<file path="src/rtl/pipeline_hazard_ctrl.sv">
// Stall/flush sequencer for a 5-stage RV32I pipeline: arbitrates trap, memory-wait,
// taken-branch and load-use events. Optional perf counters under HAZARD_PERF_EN.
module pipeline_hazard_ctrl #(
    parameter int IMEM_LAT = 1,
    parameter int CNT_W    = 3
) (
    input  logic        clk,
    input  logic        rst_n,
    input  logic        trap_req,
    input  logic        mem_busy,
    input  logic        branch_taken_ex,
    input  logic        load_use_hazard,
    output logic        pc_we,
    output logic        if_id_we,
    output logic        id_ex_we,
    output logic        ex_mem_we,
    output logic        flush_if_id,
    output logic        flush_id_ex,
    output logic        flush_ex_mem,
    output logic [1:0]  redirect_sel,
`ifdef HAZARD_PERF_EN
    output logic [31:0] perf_stall_cnt,
    output logic [31:0] perf_flush_cnt,
`endif
    output logic        busy_flush
);

    typedef enum logic {RUN, FLUSH} state_t;

    localparam logic [CNT_W-1:0] LAT_CNT = CNT_W'(IMEM_LAT);
    localparam logic [CNT_W-1:0] ONE_CNT = CNT_W'(1);

    state_t           state, state_next;
    logic [CNT_W-1:0] cnt, cnt_next;
    logic             redirect;

    always_ff @(posedge clk or negedge rst_n) begin
        if (!rst_n) begin
            state <= RUN;
            cnt   <= '0;
        end else begin
            state <= state_next;
            cnt   <= cnt_next;
        end
    end

    always_comb begin
        state_next   = state;
        cnt_next     = cnt;
        redirect     = 1'b0;
        pc_we        = 1'b1;
        if_id_we     = 1'b1;
        id_ex_we     = 1'b1;
        ex_mem_we    = 1'b1;
        flush_if_id  = 1'b0;
        flush_id_ex  = 1'b0;
        flush_ex_mem = 1'b0;
        redirect_sel = 2'b00;
        busy_flush   = 1'b0;

        if (state == FLUSH) begin
            busy_flush  = 1'b1;
            flush_if_id = 1'b1;
        end

        // Trap/branch stay asserted while EX is frozen, so mem_busy simply defers them.
        if (mem_busy) begin
            pc_we     = 1'b0;
            if_id_we  = 1'b0;
            id_ex_we  = 1'b0;
            ex_mem_we = 1'b0;
        end else if (trap_req) begin
            redirect     = 1'b1;
            redirect_sel = 2'b10;
            flush_if_id  = 1'b1;
            flush_id_ex  = 1'b1;
            flush_ex_mem = 1'b1;
        end else if (branch_taken_ex) begin
            redirect     = 1'b1;
            redirect_sel = 2'b01;
            flush_if_id  = 1'b1;
            flush_id_ex  = 1'b1;
        end else if (state == RUN && load_use_hazard) begin
            pc_we       = 1'b0;
            if_id_we    = 1'b0;
            flush_id_ex = 1'b1;
        end else if (state == FLUSH) begin
            if (cnt <= ONE_CNT) begin
                state_next = RUN;
                cnt_next   = '0;
            end else begin
                cnt_next = cnt - ONE_CNT;
            end
        end

        // A redirect (re)starts the kill window for fetches already in flight.
        if (redirect && IMEM_LAT > 0) begin
            state_next = FLUSH;
            cnt_next   = LAT_CNT;
        end

        if (!rst_n) begin
            pc_we        = 1'b0;
            if_id_we     = 1'b0;
            id_ex_we     = 1'b0;
            ex_mem_we    = 1'b0;
            flush_if_id  = 1'b0;
            flush_id_ex  = 1'b0;
            flush_ex_mem = 1'b0;
            redirect_sel = 2'b00;
            busy_flush   = 1'b0;
        end
    end

`ifdef HAZARD_PERF_EN
    always_ff @(posedge clk or negedge rst_n) begin
        if (!rst_n) begin
            perf_stall_cnt <= '0;
            perf_flush_cnt <= '0;
        end else begin
            if (!pc_we && perf_stall_cnt != 32'hFFFF_FFFF)
                perf_stall_cnt <= perf_stall_cnt + 32'd1;
            if (redirect_sel != 2'b00 && perf_flush_cnt != 32'hFFFF_FFFF)
                perf_flush_cnt <= perf_flush_cnt + 32'd1;
        end
    end
`endif

endmodule

</file>
<file path="config.mk">
export PLATFORM = sky130hd
export DESIGN_NAME = pipeline_hazard_ctrl
export DESIGN_NICKNAME = d
export VERILOG_FILES = /design/src/rtl/pipeline_hazard_ctrl.sv
export SDC_FILE = /design/constraint.sdc
export NUM_CORES = 1
export LEC_CHECK = 0
export CAP_MARGIN = 20
export CORE_AREA = 10 10 47 49
export DETAILED_ROUTE_END_ITERATION = 10
export DIE_AREA = 0 0 57 59
export PLACE_DENSITY = 0.61
export SLEW_MARGIN = 10
export SYNTH_ARGS = -nofsm -noshare
export SYNTH_HDL_FRONTEND = slang
export SYNTH_SLANG_ARGS = --single-unit
</file>
<file path="constraint.sdc">
create_clock -name clk -period 1.6 [get_ports clk]
set_input_delay 0.32 -clock clk [delete_from_list [all_inputs] [get_ports clk]]
set_output_delay 0.32 -clock clk [all_outputs]
set_load 0.1 [all_outputs]
</file>
# Yosys cells after proc, flatten, opt, wreduce, memory -nomap -nowiden
# Index checks and enable logic that the tools add are counted.
[op_classes]
addsub = 1
multipliers = 0
div = 0
n_lt_le_gt_ge = 1
eq_ne = 4
shifts = 0
n_mux = 42
n_bitwise = 1
n_reduce_logical = 4
[op_table]
columns = ["cell", "count"]
rows = [
  ["$mux 1", 32],
  ["$mux 3", 7],
  ["$mux 2", 3],
  ["$ne 2x1->1 const B", 3],
  ["$reduce_and 5->1", 1],
  ["$reduce_and 4->1", 1],
  ["$le 3x1->1 const B", 1],
  ["$sub 3x1->3 const B", 1],
  ["$ne 2x2->1 const B", 1],
  ["$reduce_bool 2->1", 1],
  ["$logic_and 1x1->1", 1],
  ["$not 1->1", 1],
]
[word_totals]
ff_bits = 4
latch_bits = 0
mem_bits_rw = 0
rom_bits = 0
out_inout_bits = 10
word_cells = 55
mem_count = 0

# Longest topological paths before layout
# Gate-level depths: netlist of run 1.
[logic_depth]
depth_word = 8
ltp_mapped = 5
depth_no_buf = 5

# Least setup slack after synthesis of run 1
# Ideal clock, no wire load.
[synth_timing]
path_kind = "input -> output"
start = "in mem_busy"
end = "out redirect_sel[0]"
arrival_time_ns = 2.683
setup_slack_ns = -1.403
stages = 2
cell_sequence = "nand2b_1 -> nor3b_1"
[synth_between]
elab_chain_len = 2
[synth_rtl]
columns = ["item", "line", "rtl"]
rows = [
  ["start, declared", "10", "input logic mem_busy,"],
  ["$mux 2", "67", "if (mem_busy) begin"],
  ["$mux 2", "102", "if (!rst_n) begin"],
  ["end, declared", "20", "output logic [1:0] redirect_sel,"],
]
# Every way passes these cells.

# Worst setup path after layout of run 1
[layout_timing]
start = "reg state"
end = "out pc_we"
[layout_between]
elab_chain_len = 7
[layout_rtl]
columns = ["item", "line", "rtl"]
rows = [
  ["start, declared", "33", "state_t state, state_next;"],
  ["start signal, assigned", "42", "state <= state_next;"],
  ["$not 1->1", "83", "end else if (state == RUN && load_use_hazard) begin"],
  ["$logic_and 1x1->1", "83", ""],
  ["$mux 1", "83", ""],
  ["$mux 1", "78", "end else if (branch_taken_ex) begin"],
  ["$mux 1", "72", "end else if (trap_req) begin"],
  ["$mux 1", "67", ""],
  ["$mux 1", "102", ""],
  ["end, declared", "13", "output logic pc_we,"],
]
# Every way passes these cells.

==> results by stage, run 1 <==
Synthesis:
- The synthesized design devotes to its leading area cell type 29.9% of total area.
- The flip-flop and latch count after synthesis is 4.
- Counting every net in the synthesized netlist gives 48.
- The synthesis warning total is 0.
- Summing the sequential cell areas from Yosys gives 29.9% of the chip area.
- The synthesized area per cell is 8.38 um2.
- Ranked by total cell area, the synthesized netlist is headed by sky130_fd_sc_hd__dfrtp_1, sky130_fd_sc_hd__ha_1, sky130_fd_sc_hd__buf_4, sky130_fd_sc_hd__nand2b_1, sky130_fd_sc_hd__inv_1.
- The most area-hungry cell type in the Yosys netlist is sky130_fd_sc_hd__dfrtp_1.
- The count of cell types in the netlist is 24.
- The netlist area before placement is 335 um2.
- Counting every instance in the synthesized netlist gives 40.

Floorplan:
- The floorplan has 14 rows.
- The floorplan die area is 0.00336 mm2.
- 16 I/O pins were placed.
- The horizontal extent of the die is 57 um.
- The starting density of the core is 23.9%.
- The region available for standard cell placement spans 0.00140 mm2.
- The vertical die dimension is 59 um.

Final layout:
- The fraction of layout cells with a size suffix above 1 is 53.7%.
- The library cell used most frequently in the layout, excluding fill and tap cells, is sky130_fd_sc_hd__buf_4.
- The library cells used most frequently in the layout, excluding fill and tap cells, are sky130_fd_sc_hd__buf_4, sky130_fd_sc_hd__buf_12, sky130_fd_sc_hd__dlygate4sd2_1, sky130_fd_sc_hd__nor2_1, sky130_fd_sc_hd__dfrtp_1.
- The final cell area excluding filler cells is 742 um2.
- The sequential cells in the finished layout cover a total of 100 um2.
- The final standard cell utilization of the core is 52.9%.
- Fill cells in the final layout number 136.
- The number of standard cells in the final layout excluding fillers is 83.
- The final layout contains 77 nets.
- The multi-input gate area in the final layout is 246 um2.
- The area growth from synthesis to layout is 121%.
- The number of antenna diodes in the final layout is 0.

Setup path:
- The type of the setup path with the least slack is register to output pin.
- The logic depth of the worst register-to-register path is 4.
- The startpoint class of the critical path is a register.
- The maximum net fanout on the critical path is 2.
- The endpoint identified for the worst register-to-register timing path is cnt[1]$_DFFE_PN0P_.
- Across all register-to-register paths, the minimum setup slack is 180 ps.
- The critical path required time is 1280 ps.
- In this run the critical register-to-register path is launched from cnt[0]$_DFFE_PN0P_.
- The arrival time reported for the critical path endpoint is 1230 ps.
- The element type at the critical path end is an output pin.

Global route:
- met2 is the most crowded layer.
- The global-route usage over all layers is 6.32%.
- The pin count of the biggest net entering global routing is 7.
- The met3 layer usage reported by global route is 3.65%.
- The wire length of the first global-routing pass is 1640 um.
- For met1 alone, demand over resource in global routing was 5.84%.
- The global-route congestion overflow total is 0.
- The number of global-route vias before repair is 395.
- The initial antenna violation count was 0.
- Global routing consumed, on the met2 layer, 10.1% of the routing resources.

STA:
- The worst clock skew is 4.86 ps.
- The remaining max-slew budget at the tightest pin is 86.9%.
- Timing would allow up to 644 MHz.
- Final hold analysis gives a worst-case slack of 178 ps.
- The smallest setup slack after layout is 47.2 ps.
- The worst path uses 97.0% of the clock period.
- Setup repair after global routing left no endpoint under its margin.
- The count of pins over their slew limit was 0.
- The slew at the pin with the worst max-slew slack is 196 ps.
- After layout, the minimum clock period comes to 1550 ps.
- Setup violations remaining at the end of the flow were counted as 0.
- The number of failing hold endpoints at the final stage is 0.
- Adding up every negative setup slack in the final design gives 0 ps.

Placed design:
- The congestion estimate from routability-driven global placement came to 0.867.
- The number of placed instances, taps included, is 77.
- The pre-CTS setup slack is -193 ps.
- The cell area after placement is 688 um2.
- The count of buffers added on input and output ports is 15.
- The half-perimeter wire length after detailed placement is 871 um.

Route:
- In this run, the number of DRC markers left after iteration 0 of detailed routing was 2.
- The pre-antenna-repair detailed-routing pass consisted of 3 iterations.
- For this run, design rule violations remaining after detail routing come to 0.
- The routed via count divided by cell count is 4.49.
- The post-detailed-route wirelength per cell is 12.3 um.
- The count of nets left with antenna violations after detail routing is 0.
- The overall routed net length is 1020 um.
- The count of vias placed by the detailed router is 373.

Worst hold path:
- The path type of the worst min-delay path is input pin to asynchronous set/reset pin.

Run status:
- The run finished with clean final reports.

Power:
- After layout, the design draws a total of 0.553 mW.
- The static leakage power is 0.336 nW.
- In this run the power density over the cells is 745 mW/mm2.
- Across the VDD grid, the largest voltage drop is 0.420 mV.

CTS:
- The number of clock buffers inserted by TritonCTS is 3.
- The root buffer cell chosen for the clock tree is sky130_fd_sc_hd__clkbuf_4.
- The CTS tree is built.
- The buffer depth of the longest clock path is 2.
- Clock-pin slew was measured on the worst setup and hold paths at 40 ps.
- Counting every sink on the clock net gives 4.
- The worst-skew pair later-pin latency is 240 ps.
- The CTS H-tree depth is 1.
- For this design, the CTS-stage hold fixing added 0 buffers.

Flow run:
- The max-cap violation count is 0.
[worst max-delay path, stage by stage, from the launching register on]
cell                       delay [ps]
sky130_fd_sc_hd__dfrtp_1          370
sky130_fd_sc_hd__nand2b_4         150
sky130_fd_sc_hd__o31a_4           300
sky130_fd_sc_hd__buf_12           170
[report_power, final]
group,internal [mW],switching (mW)
Clock,0.0842,0.0450
Sequential,0.110,0.00831
Combinational,0.126,0.179
Total,0.321,0.232
[repair_timing]
item	in CTS	in global routing
setup buffers	3	0
setup endpoints to repair	10	2
pin swaps	4	1
resized for setup	7	0
[worst max-delay path by stage]
stage	slack [ps]	end	from
6_report	50	pc_we	state$_DFFE_PN0P_
5_1_grt	6	if_id_we	state$_DFFE_PN0P_
4_1_cts	-20	pc_we	state$_DFFE_PN0P_
3_5_place_dp	-190	flush_id_ex	trap_req
3_3_place_gp	-170	flush_id_ex	trap_req
2_1_floorplan	-260	redirect_sel[1]	mem_busy
[kinds of logic after synthesis]
family | synth area share, %
compound gates | 24.6
fa+ha+maj | 7.46
buf+inv | 11.2
flops | 29.9
simple gates | 26.9
[registers in the layout, summed over array words and instances (netlist names)]
signal,count
cnt,3
state,1
[layer usage]
metal  vias up  share of wire (%)
met2        13                 48
met5         -                  0
met4         0                  0
met1       168                 41
li1        192                  -
met3         0                 10
[synthesized netlist by cell type]
| library cell | n |
|---|---|
| sky130_fd_sc_hd__inv_1 | 4 |
| sky130_fd_sc_hd__a211oi_1 | 1 |
| sky130_fd_sc_hd__o31a_1 | 1 |
| sky130_fd_sc_hd__nor3_1 | 1 |
| sky130_fd_sc_hd__o21ba_2 | 1 |
| sky130_fd_sc_hd__o22ai_1 | 1 |
| sky130_fd_sc_hd__o21ai_1 | 1 |
| sky130_fd_sc_hd__nand2_1 | 1 |
| sky130_fd_sc_hd__o21a_1 | 1 |
| sky130_fd_sc_hd__a211o_2 | 1 |
| sky130_fd_sc_hd__and2_1 | 1 |
| sky130_fd_sc_hd__nand2b_1 | 3 |
| sky130_fd_sc_hd__and2_2 | 1 |
| sky130_fd_sc_hd__ha_1 | 2 |
| sky130_fd_sc_hd__nand2b_4 | 1 |
| sky130_fd_sc_hd__o21ai_0 | 2 |
| sky130_fd_sc_hd__nor2_1 | 4 |
| sky130_fd_sc_hd__buf_4 | 3 |
| sky130_fd_sc_hd__a21oi_1 | 2 |
| sky130_fd_sc_hd__dfrtp_1 | 4 |
| sky130_fd_sc_hd__nor3b_1 | 1 |
| sky130_fd_sc_hd__nand3_1 | 1 |
| sky130_fd_sc_hd__o31ai_1 | 1 |
| sky130_fd_sc_hd__or4_1 | 1 |
[area by class of cell]
cell class / instances / share of cell area, %
well taps: 16 / 2.70
clock buffers: 3 / 3.04
multi-input cells: 29 / 33.2
repair buffers: 27 / 45.0
flip-flops and latches: 4 / 13.5
inverters: 4 / 2.53
No activity file was read; power rests on OpenSTA's default activity.
==> run 2, diff against run 1 <==
- CORE_AREA: 10 10 47 49 -> 2 2 39 41
- DIE_AREA: 0 0 57 59 -> 0 0 41 43
==> run 2 against run 1 <==
  * Sequential share of layout area rose by 0.069 points
  * Combinational power is essentially flat
  * Worst hold slack better by 31 ps
  * Critical path depth unchanged
  * Clock power down 9%
  * Via count fell by 2.4%
  * Critical path type unchanged
  * Fmax hardly changed
  * Highest routed layer unchanged
  * Clock-buffer cell count stayed put
  * Non-clock buffer count down 1
  * First-iteration DRC count is the same
==> results by stage, run 2 (synthesis results as in run 1) <==
Setup path:
- The arrival time reported for the critical path endpoint is 1230 ps (about the same).
- Walking the worst path, the cells encountered are nand2b_4 > o31a_4 > buf_12.
- The most critical setup path has its startpoint at state$_DFFE_PN0P_.
- The kind of cell with the highest combined delay along the critical path is flip-flops.
- The critical register-to-register path startpoint is cnt[0]$_DFFE_PN0P_.
- The critical path required time was 1280 ps (about the same).
- The startpoint class of the critical path is a register.
- The slowest stage of the critical path is the sky130_fd_sc_hd__dfrtp_1 cell.
- STA classifies the critical path endpoint as an output pin.
- The number of buffers and inverters on the critical path is 1 (unchanged).
- The setup path with the least slack is of type register to output pin.
- The maximum net fanout on the critical path is 2 (unchanged).
- The largest incremental delay on the critical path is 380 ps (about the same).

Route:
- The overall routed net length is 849 um (-17%).
- The remaining routing DRC violations is 0 (unchanged).
- The post-detailed-route wirelength per cell is 10.4 um (-16%).
- The first-pass iteration count of the detailed router is 2 (-1).
- The routed via count divided by cell count is 4.44 (-1.2%).
- The count of vias placed by the detailed router came to 364 (-2.4%).
- The iteration-0 DRC count of the detailed router came to 2 (unchanged).
- The count of nets left with antenna violations after detail routing came to 0 (unchanged).

CTS:
- The worst-skew pair later-pin latency is 230 ps (about the same).
- The number of sinks driven by the clock tree is 4 (unchanged).
- The CTS H-tree depth is 1 (unchanged).
- The clock-pin slew reported for the worst setup and hold paths after clock tree synthesis is 40 ps (about the same).
- The cell at the root of the clock tree is sky130_fd_sc_hd__clkbuf_4.
- TritonCTS built the clock tree.
- The buffer depth of the longest clock path came to 2 (unchanged).
- The number of clock buffers inserted by TritonCTS is 3 (unchanged).

STA:
- The count of pins over their slew limit came to 0 (unchanged).
- The count of final setup violators came to 0 (unchanged).
- The upper clock frequency limit is 644 MHz (about the same).
- The slew at the pin with the worst max-slew slack is 201 ps (+5.52 ps).
- Setup repair after global routing left no endpoint under its margin.
- The worst clock skew was 3.00 ps (-1.86 ps).
- The clock period minus worst slack came to 1550 ps (-0.566 ps).
- The total negative slack was 0 ps (unchanged).
- The post-route clock period utilization is 97.0% (about the same).
- The remaining max-slew budget at the tightest pin is 86.6% (-0.30 points).
- The number of failing hold endpoints at the final stage is 0 (unchanged).

Global route:
- The number of global-route vias before repair is 395 (unchanged).
- The pin count of the biggest net entering global routing is 8 (+1).
- The global-route congestion overflow total is 0 (unchanged).
- The global-route usage over all layers is 13.7% (+7.4 points).
- The wire length of the first global-routing pass was 1620 um (-1.3%).
- The initial antenna violation count is 0 (unchanged).

Floorplan:
- The floorplan die area is 0.00176 mm2 (-48%).
- The vertical die dimension is 43 um (-27%).
- The horizontal extent of the die is 41 um (-28%).
- The number of rows created at floorplan is 14 (unchanged).
- The core area is 0.00138 mm2 (-1.2%).
- The starting density of the core was 24.2% (+0.30 points).
- The number of primary I/O pins was 16 (unchanged).

Power:
- The power density relative to cell area is 737 mW/mm2 (-1.2%).
- The static leakage power is 0.331 nW (-1.6%).
- The peak ir drop on the vdd network is 0.481 mV (+15%).

Placed design:
- The number of buffers inserted by port buffering was 15 (unchanged).
- The half-perimeter wire length after detailed placement was 721 um (-17%).
- The final weighted congestion of routability-driven global placement is 0.815 (-5.9%).
- The cell area after placement is 696 um2 (+1.1%).

Final layout:
- The final layout net count is 76 (-1.3%).
- The most common library cell in the layout ignoring fill and taps is sky130_fd_sc_hd__buf_4.
- More flip-flops sit in one register than any other, and that register is cnt.
- The area growth from synthesis to layout is 120%.
- The final cell area excluding filler cells came to 738 um2 (-0.51%).
- The total inserted antenna cells is 0 (unchanged).
- The fraction of layout cells with a size suffix above 1 is 56.1% (+2.3 points).
- The number of flip-flops in the largest register came to 3 (unchanged).
- Leaving out fill and tap cells, the most frequent cells in the layout are sky130_fd_sc_hd__buf_4, sky130_fd_sc_hd__buf_12, sky130_fd_sc_hd__dfrtp_1, sky130_fd_sc_hd__dlygate4sd2_1.
- The largest registers in the layout are cnt (3), state (1).

Run status:
- The run finished with clean final reports.

Flow run:
- The max-cap violation count is 0 (unchanged).

Worst hold path:
- The path type of the worst min-delay path is input pin to asynchronous set/reset pin.
==> run 2: worst paths after layout <==
path,end,slack (ps),cells past startpoint
max reg2reg,cnt[1]$_DFFE_PN0P_,140,4
min reg2reg,cnt[0]$_DFFE_PN0P_,570,1
min in group clk,cnt[2]$_DFFE_PN0P_,450,4
min,cnt[1]$_DFFE_PN0P_,210,2
max,if_id_we,50,3
max in group asynchronous,cnt[2]$_DFFE_PN0P_,1280,2
==> run 2: what timing repair did <==
action                     in CTS  in global routing
gates resized for setup         8                  3
pin swaps                       3                  1
hold buffers                    0                  0
setup endpoints to repair      10                  3
buffers inserted                1                  0
==> run 2: stage by stage <==
| stage | utilization (%) | cells | total power [mW] | setup slack [ps] | hold slack (ps) |
|---|---|---|---|---|---|
| after global placement | 50.3 | 78 | 0.417 | -229 | 558 |
| final | 53.3 | 82 | 0.544 | 47.8 | 208 |
| after global routing | 53.3 | 82 | 0.576 | 7.08 | 246 |
| after floorplan | - | 40 | 0.306 | -265 | 24.4 |
| after detailed placement | 50.3 | 78 | 0.421 | -250 | 566 |
| after CTS | 53.1 | 82 | 0.553 | -13.1 | 199 |
==> run 2: layer usage <==
metal  track usage, %  routed length (um)
met1             16.0                 338
met2             20.0                 438
met3             5.24                  72
met4             8.67                   0
met5                0                   0
==> run 2: power breakdown <==
| group | leakage [nW] | internal, mW | total [mW] | switching [mW] |
|---|---|---|---|---|
| sequential | 0.0496 | 0.111 | 0.119 | 0.00838 |
| clock | 0.0138 | 0.0834 | 0.118 | 0.0347 |
| combinational | 0.268 | 0.127 | 0.307 | 0.180 |
==> run 2: area by class of cell <==
type	instances	area, um2
Clock buffer	3	22.5
Fill cell	121	646
Inverter	4	18.8
Multi-Input combinational cell	29	254
Sequential cell	4	100
Tap cell	16	20.0
Timing Repair Buffer	26	323
